### config.mk
export PLATFORM = sky130hd
export DESIGN_NAME = pipe_hazard_ctrl_flat
export DESIGN_NICKNAME = d
export VERILOG_FILES = /design/src/rtl/pipe_hazard_ctrl_pkg.sv /design/src/rtl/pipe_hazard_ctrl_if.sv /design/src/rtl/pipe_hazard_ctrl_sat_counter.sv /design/src/rtl/pipe_hazard_ctrl.sv /design/src/flat_wrapper.sv
export SDC_FILE = /design/constraint.sdc
export NUM_CORES = 1
export LEC_CHECK = 0
export CAP_MARGIN = 20
export CELL_PAD_IN_SITES_DETAIL_PLACEMENT = 1
export CELL_PAD_IN_SITES_GLOBAL_PLACEMENT = 2
export CORE_MARGIN = 2
export CORE_UTILIZATION = 26
export DETAILED_ROUTE_END_ITERATION = 12
export GPL_ROUTABILITY_DRIVEN = 0
export PLACE_DENSITY_LB_ADDON = 0.08
export SYNTH_ARGS = -nofsm -noshare
export SYNTH_HDL_FRONTEND = slang
export SYNTH_SLANG_ARGS = --single-unit
### constraint.sdc
create_clock -name clk -period 2.6 [get_ports clk]
set_clock_uncertainty 0.1 [all_clocks]
set_input_delay 0.65 -clock clk [delete_from_list [all_inputs] [get_ports clk]]
set_output_delay 0.65 -clock clk [all_outputs]
set_load 0.02 [all_outputs]
### src/rtl/pipe_hazard_ctrl_pkg.sv
// Shared definitions for the pipeline stall/flush controller.
//   - default parameter values
//   - controller state encoding (RUN=0, MEM_WAIT=1, HALTED=2)
//   - ctrl_t: packed bundle of the eight stage-register controls
//   - apply_hazards(): overlays load-use / branch handling on an advancing cycle
package pipe_hazard_ctrl_pkg;

  localparam int DEF_REG_ADDR_W  = 5;
  localparam int DEF_CNT_W       = 16;
  localparam int DEF_MEM_TIMEOUT = 64;
  localparam int DEF_TO_W        = 7;

  typedef enum logic [1:0] {
    ST_RUN      = 2'd0,
    ST_MEM_WAIT = 2'd1,
    ST_HALTED   = 2'd2
  } state_e;

  // Bit order (MSB first): pc_le, if_id_le, id_ex_le, ex_mem_le, mem_wb_le,
  // if_id_flush, id_ex_flush, mem_wb_flush.
  typedef struct packed {
    logic pc_le;
    logic if_id_le;
    logic id_ex_le;
    logic ex_mem_le;
    logic mem_wb_le;
    logic if_id_flush;
    logic id_ex_flush;
    logic mem_wb_flush;
  } ctrl_t;

  localparam ctrl_t CTRL_IDLE   = 8'b0000_0000;
  localparam ctrl_t CTRL_RUN    = 8'b1111_1000;
  // Memory freeze: front four stages hold, MEM/WB keeps clocking but is
  // cleared so the instruction already in WB retires exactly once.
  localparam ctrl_t CTRL_FREEZE = 8'b0000_1001;

  // Load-use wins over a taken branch: the branch operands may depend on the
  // load, so the branch is simply re-evaluated after the bubble.
  function automatic ctrl_t apply_hazards(input ctrl_t base,
                                          input logic  load_use,
                                          input logic  branch_taken);
    ctrl_t c;
    c = base;
    if (load_use) begin
      c.pc_le       = 1'b0;
      c.if_id_le    = 1'b0;
      c.id_ex_flush = 1'b1;
    end else if (branch_taken) begin
      c.if_id_flush = 1'b1;
    end
    return c;
  endfunction

endpackage

### src/rtl/pipe_hazard_ctrl_if.sv
// Hazard-information / stage-control bundle between the pipeline datapath
// and the hazard controller.
//   master : pipeline side, drives hazard information, receives controls
//   slave  : controller side, reads hazard information, drives controls
interface pipe_hazard_ctrl_if
  import pipe_hazard_ctrl_pkg::*;
#(
  parameter int REG_ADDR_W = DEF_REG_ADDR_W
);

  // hazard information from the datapath
  logic [REG_ADDR_W-1:0] id_rs;
  logic [REG_ADDR_W-1:0] id_rt;
  logic                  id_uses_rt;
  logic                  ex_mem_read;
  logic [REG_ADDR_W-1:0] ex_reg_dest;
  logic                  branch_taken;
  logic                  dmem_req;
  logic                  dmem_ack;
  logic                  halt_wb;

  // stage-register controls back to the datapath
  logic pc_load_en;
  logic if_id_load_en;
  logic id_ex_load_en;
  logic ex_mem_load_en;
  logic mem_wb_load_en;
  logic if_id_flush;
  logic id_ex_flush;
  logic mem_wb_flush;

  modport master (
    output id_rs, id_rt, id_uses_rt, ex_mem_read, ex_reg_dest,
           branch_taken, dmem_req, dmem_ack, halt_wb,
    input  pc_load_en, if_id_load_en, id_ex_load_en, ex_mem_load_en,
           mem_wb_load_en, if_id_flush, id_ex_flush, mem_wb_flush
  );

  modport slave (
    input  id_rs, id_rt, id_uses_rt, ex_mem_read, ex_reg_dest,
           branch_taken, dmem_req, dmem_ack, halt_wb,
    output pc_load_en, if_id_load_en, id_ex_load_en, ex_mem_load_en,
           mem_wb_load_en, if_id_flush, id_ex_flush, mem_wb_flush
  );

endinterface

### src/rtl/pipe_hazard_ctrl_sat_counter.sv
// Saturating up-counter used for the performance counters.
//   clk, rst_n : clock, asynchronous active-low reset (clears to 0)
//   inc_i      : count this cycle
//   count_o    : current value, sticks at all-ones
module pipe_hazard_ctrl_sat_counter #(
  parameter int CNT_W = 16
) (
  input  logic             clk,
  input  logic             rst_n,
  input  logic             inc_i,
  output logic [CNT_W-1:0] count_o
);

  logic [CNT_W-1:0] count_q;
  logic [CNT_W-1:0] count_d;

  always_comb begin
    count_d = count_q;
    if (inc_i && (count_q != '1)) begin
      count_d = count_q + CNT_W'(1);
    end
  end

  always_ff @(posedge clk or negedge rst_n) begin
    if (!rst_n) begin
      count_q <= '0;
    end else begin
      count_q <= count_d;
    end
  end

  assign count_o = count_q;

endmodule

### src/rtl/pipe_hazard_ctrl.sv
// Central stall/flush controller for a 5-stage MIPS pipeline.
// Priority: data-memory wait (with timeout) > load-use bubble > taken-branch
// squash. Also handles halt-in-WB and two saturating performance counters.
//   clk, rst_n       : clock, asynchronous active-low reset
//   bus (slave)      : hazard inputs and stage-register load/flush outputs
//   halted_o         : controller is in HALTED
//   mem_error_o      : sticky data-memory timeout flag
//   stall_cycles_o   : cycles with pc_load_en=0 outside HALTED (saturating)
//   flush_count_o    : cycles with if_id_flush=1 (saturating)
// Stage controls are Mealy outputs: combinational from state and the
// same-cycle inputs, forced inactive while reset is asserted.
module pipe_hazard_ctrl
  import pipe_hazard_ctrl_pkg::*;
#(
  parameter int REG_ADDR_W  = DEF_REG_ADDR_W,
  parameter int CNT_W       = DEF_CNT_W,
  parameter int MEM_TIMEOUT = DEF_MEM_TIMEOUT,
  parameter int TO_W        = DEF_TO_W
) (
  input  logic             clk,
  input  logic             rst_n,
  pipe_hazard_ctrl_if.slave bus,
  output logic             halted_o,
  output logic             mem_error_o,
  output logic [CNT_W-1:0] stall_cycles_o,
  output logic [CNT_W-1:0] flush_count_o
);

  localparam logic [REG_ADDR_W-1:0] ZERO_REG  = '0;
  localparam logic [TO_W-1:0]       WAIT_LAST = TO_W'(MEM_TIMEOUT - 1);

  state_e          state_q, state_d;
  logic [TO_W-1:0] wait_cnt_q, wait_cnt_d;
  logic            mem_error_q, mem_error_d;

  logic  load_use;
  ctrl_t adv_ctrl;
  ctrl_t ctrl;
  ctrl_t ctrl_out;

  // Register 0 is hardwired, so a load targeting it never creates a hazard.
  assign load_use = bus.ex_mem_read && (bus.ex_reg_dest != ZERO_REG) &&
                    ((bus.ex_reg_dest == bus.id_rs) ||
                     (bus.id_uses_rt && (bus.ex_reg_dest == bus.id_rt)));

  // Controls for a cycle in which the pipeline is allowed to advance.
  assign adv_ctrl = apply_hazards(CTRL_RUN, load_use, bus.branch_taken);

  always_comb begin
    ctrl        = CTRL_IDLE;
    state_d     = state_q;
    wait_cnt_d  = wait_cnt_q;
    mem_error_d = mem_error_q;
    case (state_q)
      ST_RUN: begin
        if (bus.dmem_req && !bus.dmem_ack) begin
          // Memory stall outranks everything; halt_wb is not acted on
          // because nothing retires into a fresh state this cycle.
          ctrl       = CTRL_FREEZE;
          state_d    = ST_MEM_WAIT;
          wait_cnt_d = TO_W'(1);
        end else begin
          ctrl = adv_ctrl;
          if (bus.halt_wb) begin
            state_d = ST_HALTED;
          end
        end
      end
      ST_MEM_WAIT: begin
        if (!bus.dmem_ack) begin
          ctrl       = CTRL_FREEZE;
          wait_cnt_d = wait_cnt_q + TO_W'(1);
          if (wait_cnt_q == WAIT_LAST) begin
            mem_error_d = 1'b1;
            state_d     = ST_HALTED;
            wait_cnt_d  = '0;
          end
        end else begin
          // Ack releases the freeze; this cycle behaves like a plain RUN
          // cycle, including on the would-be timeout cycle.
          ctrl       = adv_ctrl;
          wait_cnt_d = '0;
          state_d    = bus.halt_wb ? ST_HALTED : ST_RUN;
        end
      end
      ST_HALTED: begin
        ctrl = CTRL_IDLE;
      end
      default: begin
        state_d    = ST_RUN;
        wait_cnt_d = '0;
      end
    endcase
  end

  always_ff @(posedge clk or negedge rst_n) begin
    if (!rst_n) begin
      state_q     <= ST_RUN;
      wait_cnt_q  <= '0;
      mem_error_q <= 1'b0;
    end else begin
      state_q     <= state_d;
      wait_cnt_q  <= wait_cnt_d;
      mem_error_q <= mem_error_d;
    end
  end

  // Keep every stage register idle while reset is held.
  assign ctrl_out = rst_n ? ctrl : CTRL_IDLE;

  assign bus.pc_load_en     = ctrl_out.pc_le;
  assign bus.if_id_load_en  = ctrl_out.if_id_le;
  assign bus.id_ex_load_en  = ctrl_out.id_ex_le;
  assign bus.ex_mem_load_en = ctrl_out.ex_mem_le;
  assign bus.mem_wb_load_en = ctrl_out.mem_wb_le;
  assign bus.if_id_flush    = ctrl_out.if_id_flush;
  assign bus.id_ex_flush    = ctrl_out.id_ex_flush;
  assign bus.mem_wb_flush   = ctrl_out.mem_wb_flush;

  assign halted_o    = (state_q == ST_HALTED);
  assign mem_error_o = mem_error_q;

  // Counter 0: stall cycles, counter 1: IF/ID flushes.
  logic [1:0]       cnt_inc;
  logic [CNT_W-1:0] cnt_val [2];

  assign cnt_inc[0] = !ctrl.pc_le && (state_q != ST_HALTED);
  assign cnt_inc[1] = ctrl.if_id_flush;

  genvar gi;
  generate
    for (gi = 0; gi < 2; gi++) begin : g_cnt
      pipe_hazard_ctrl_sat_counter #(
        .CNT_W (CNT_W)
      ) u_cnt (
        .clk     (clk),
        .rst_n   (rst_n),
        .inc_i   (cnt_inc[gi]),
        .count_o (cnt_val[gi])
      );
    end
  endgenerate

  assign stall_cycles_o = cnt_val[0];
  assign flush_count_o  = cnt_val[1];

endmodule

### src/flat_wrapper.sv
// flat-port wrapper written by rule: the top's interface ports become plain ports
module pipe_hazard_ctrl_flat import pipe_hazard_ctrl_pkg::*;
#(
  parameter int REG_ADDR_W  = DEF_REG_ADDR_W,
  parameter int CNT_W       = DEF_CNT_W,
  parameter int MEM_TIMEOUT = DEF_MEM_TIMEOUT,
  parameter int TO_W        = DEF_TO_W
)
  (clk, rst_n, halted_o, mem_error_o, stall_cycles_o, flush_count_o, bus_id_rs, bus_id_rt, bus_id_uses_rt, bus_ex_mem_read, bus_ex_reg_dest, bus_branch_taken, bus_dmem_req, bus_dmem_ack, bus_halt_wb, bus_pc_load_en, bus_if_id_load_en, bus_id_ex_load_en, bus_ex_mem_load_en, bus_mem_wb_load_en, bus_if_id_flush, bus_id_ex_flush, bus_mem_wb_flush);
  pipe_hazard_ctrl_if #(.REG_ADDR_W(REG_ADDR_W)) bus_i ();
  input  logic clk;
  input  logic rst_n;
  output logic halted_o;
  output logic mem_error_o;
  output logic [CNT_W-1:0] stall_cycles_o;
  output logic [CNT_W-1:0] flush_count_o;
  input wire logic [$bits(bus_i.id_rs)-1:0] bus_id_rs;
  input wire logic [$bits(bus_i.id_rt)-1:0] bus_id_rt;
  input wire logic [$bits(bus_i.id_uses_rt)-1:0] bus_id_uses_rt;
  input wire logic [$bits(bus_i.ex_mem_read)-1:0] bus_ex_mem_read;
  input wire logic [$bits(bus_i.ex_reg_dest)-1:0] bus_ex_reg_dest;
  input wire logic [$bits(bus_i.branch_taken)-1:0] bus_branch_taken;
  input wire logic [$bits(bus_i.dmem_req)-1:0] bus_dmem_req;
  input wire logic [$bits(bus_i.dmem_ack)-1:0] bus_dmem_ack;
  input wire logic [$bits(bus_i.halt_wb)-1:0] bus_halt_wb;
  output wire logic [$bits(bus_i.pc_load_en)-1:0] bus_pc_load_en;
  output wire logic [$bits(bus_i.if_id_load_en)-1:0] bus_if_id_load_en;
  output wire logic [$bits(bus_i.id_ex_load_en)-1:0] bus_id_ex_load_en;
  output wire logic [$bits(bus_i.ex_mem_load_en)-1:0] bus_ex_mem_load_en;
  output wire logic [$bits(bus_i.mem_wb_load_en)-1:0] bus_mem_wb_load_en;
  output wire logic [$bits(bus_i.if_id_flush)-1:0] bus_if_id_flush;
  output wire logic [$bits(bus_i.id_ex_flush)-1:0] bus_id_ex_flush;
  output wire logic [$bits(bus_i.mem_wb_flush)-1:0] bus_mem_wb_flush;
  assign bus_i.id_rs = bus_id_rs;
  assign bus_i.id_rt = bus_id_rt;
  assign bus_i.id_uses_rt = bus_id_uses_rt;
  assign bus_i.ex_mem_read = bus_ex_mem_read;
  assign bus_i.ex_reg_dest = bus_ex_reg_dest;
  assign bus_i.branch_taken = bus_branch_taken;
  assign bus_i.dmem_req = bus_dmem_req;
  assign bus_i.dmem_ack = bus_dmem_ack;
  assign bus_i.halt_wb = bus_halt_wb;
  assign bus_pc_load_en = bus_i.pc_load_en;
  assign bus_if_id_load_en = bus_i.if_id_load_en;
  assign bus_id_ex_load_en = bus_i.id_ex_load_en;
  assign bus_ex_mem_load_en = bus_i.ex_mem_load_en;
  assign bus_mem_wb_load_en = bus_i.mem_wb_load_en;
  assign bus_if_id_flush = bus_i.if_id_flush;
  assign bus_id_ex_flush = bus_i.id_ex_flush;
  assign bus_mem_wb_flush = bus_i.mem_wb_flush;
  pipe_hazard_ctrl #(.REG_ADDR_W(REG_ADDR_W), .CNT_W(CNT_W), .MEM_TIMEOUT(MEM_TIMEOUT), .TO_W(TO_W)) u_core (.clk(clk), .rst_n(rst_n), .bus(bus_i), .halted_o(halted_o), .mem_error_o(mem_error_o), .stall_cycles_o(stall_cycles_o), .flush_count_o(flush_count_o));
endmodule
==> results.toml <==
[drt]
wl_per_cell_um = 14.7
drt-vias-per-instance = 4.60
ant_nets = 0
drc = 0
drtIter0Drc = 30
dr.pass1.iters = 4
vias = 1943
drt_wl_total_um = 6220

[final_layout]
finalNonFillerCells = 422
nNetsFinal = 342
fin_util_pct = 41.3
final_cell_mix = "dfrtp_1 (42), clkdlybuf4s50_1 (40), buf_4 (32)"
drive_gt1_share_pct = 28.1
area_delta_synth_final_pct = 54.3
diodes = 0
mostFrequentLayoutCell = "dfrtp_1"

[logic_synthesis]
synth_area_um2 = 2200
syn_nets = 240
synth-edff-count = 0
yosys-top-cells-area = "dfrtp_1 (48%), xor2_1 (8.8%), xnor2_1 (7.6%), nand2_1 (2.9%), nand4_1 (2.8%)"
synth_seq_area_share_pct = 47.8
synth_top_area_share_pct = 47.8
netlist_instances = 214
synth_flop_cell = "dfrtp_1"
synth_warnings = 0
syn_area_per_cell_um2 = 10.3
synth_top_cell_by_area = "dfrtp_1"
async_reset_ff_share_pct = 100
ys_ff_latch = 42
yosysUniqueCellTypes = 46

[global_routing]
grt.overflow.total = 0
grt_antenna_before_repair = 0
grtUsageTotal_pct = 14.5
grt_max_degree = 25
grt_pass1_vias = 2113
grt_pass1_wl_um = 10400

[placed_design]
place_inst = 403
hpwl_um = 4620
dp_slack_ns = -1.04
port_buffers = 64

[sta]
final_hold_viol_count = 0
worst_slew_pin_slew_ns = 0.379
period_minus_slack_ns = 2.65
tns_ns = -0.179
setup_viol_count_final = 4
slew_headroom_pct = 74.7
period_share_pct = 102
setup_slack_ns = -0.0522
rsz0062_at_grt = "yes"
drv_slew = 0
fmax_mhz = 377

[critical_path]
crit_buf_inv = 2
worstPathArrival_ns = 1.90
endpoint_kind = "primary output"
critical_path.max_stage_delay_ns = 0.55
critPathMaxFanout = 4
slowest_stage = "or4_4"
cp_data_required_time_ns = 1.85
crit_chain = "buf_8 > or4_4 > o21ai_4 > or2_4 > and3_4 > buf_6"
cp_top_family = "simple AND/OR/NAND/NOR gates"
criticalPathCategory = "input pin to primary output"
startpoint_type = "input pin"

[floorplanning]
num_rows = 33
die_x_um = 96.0
die_area_um2 = 9210
core_um2 = 8220
initial_core_util_pct = 26.8
io_pins = 65
die_height_um = 96.0

[pwr]
powerDensity_nw_per_um2 = 615
clkPwrFrac_pct = 24.9
power_leakage_uw = 0.00151
peakVddDrop_mv = 0.382
p_int_uw = 1400
switchingPower_uw = 689
fin_total_pwr_uw = 2090
p_sw_share_pct = 33.1
pwr-share-seq_pct = 39.3
pwr-share-comb_pct = 35.8

[clock_tree]
cts_tree = "done"
clock_latency_ns = 0.30
clk_pin_slew_ns = 0.08
clockRootBuffer = "clkbuf_8"
ctsHtreeMaxLevel = 2
clk_path_buf_depth = 2
cts_sinks = 42
cts_buffers = 5
cts.hold.buffers_added = 0

[outcome]
status = "finished, violations left"
failed_checks = "negative setup slack"

[job]
maxCapViolations = 0

[worst_hold_path]
hold_path.class = "input pin to async pin"
layer usage:
metal	GRT usage [%]	vias to the layer above	part of all wire [%]
met3	3.05	4	2.4
met1	18.2	956	47
met4	3.45	0	0.85
met2	25.4	28	50
met5	0	-	0
li1	-	955	-
synth_stat cells (2+ instances only):
| cell | count |
|---|---|
| nor2b_1 | 2 |
| mux2_2 | 2 |
| and2_1 | 3 |
| xor2_1 | 22 |
| a21oi_1 | 4 |
| buf_4 | 3 |
| o21ai_0 | 5 |
| ha_1 | 3 |
| nand4_1 | 10 |
| nor4_1 | 4 |
| or2_2 | 2 |
| and4_1 | 3 |
| nor2_1 | 14 |
| xnor2_1 | 19 |
| and3_1 | 6 |
| nor3_2 | 2 |
| nand2_1 | 17 |
| inv_1 | 6 |
| dfrtp_1 | 42 |
| nor3_1 | 8 |
| nor2_2 | 2 |
| nand3_1 | 11 |
sequential cells by signal, indices dropped and copies added (netlist names):
| name | cells |
|---|---|
| u_core.mem_error_o | 1 |
| u_core.state_q | 2 |
| u_core.wait_cnt_q | 7 |
| u_core.g_cnt.u_cnt.count_o | 32 |
final cells by class:
class	count	area, µm²
Fill cell	945	4820
Multi-Input combinational cell	160	1190
Sequential cell	42	1050
Timing Repair Buffer	101	893
Tap cell	105	131
Clock buffer	5	68.8
Clock inverter	3	40.0
Inverter	6	22.5
power by group through the flow:
stage / sequential (µW) / clock, µW / combinational (µW)
CTS: 820 / 541 / 741
floorplan: 907 / 0 / 251
detailed placement: 830 / 0 / 716
finish: 819 / 519 / 747
global route: 833 / 570 / 817
global placement: 826 / 0 / 712
kinds of logic after synthesis:
logic type               share of synthesized area [%]
AND/OR/NAND/NOR                                   21.6
flip-flops                                        47.8
XOR/XNOR                                          16.3
AO/OA/AOI/OAI                                     8.42
buffers and inverters                             3.13
adder cells (fa/ha/maj)                           1.71
multiplexers                                      1.02
path summary, 6_finish.rpt:
check,start,end,slack (ns),depth (start not counted)
setup / recovery,bus_ex_reg_dest[0],bus_if_id_flush,-0.05,6
min in group clk,u_core.mem_error_o$_DFFE_PN0P_,u_core.mem_error_o$_DFFE_PN0P_,0.39,1
max in group asynchronous,rst_n,u_core.g_cnt[0].u_cnt.count_o[4]$_DFFE_PN0P_,1.74,3
hold reg to reg,u_core.mem_error_o$_DFFE_PN0P_,u_core.mem_error_o$_DFFE_PN0P_,0.39,1
hold / removal,rst_n,u_core.state_q[0]$_DFFE_PN0P_,0.28,2
setup reg to reg,u_core.g_cnt[1].u_cnt.count_o[7]$_DFFE_PN0P_,u_core.g_cnt[1].u_cnt.count_o[1]$_DFFE_PN0P_,0.38,6
through the flow:
stage	instance area (µm²)	hold slack [ns]
floorplan	2200	0.254
global placement	3130	0.370
detailed placement	3130	0.371
CTS	3320	0.277
global route	3390	0.291
finish	3390	0.279
repair_timing:
| item | in CTS | in global routing |
|---|---|---|
| setup endpoints to repair | 9 | 19 |
| gates resized for setup | 91 | 20 |
| buffers inserted | 12 | 1 |
| pin swaps | 17 | 9 |
Power figures use the tool's default switching activity.
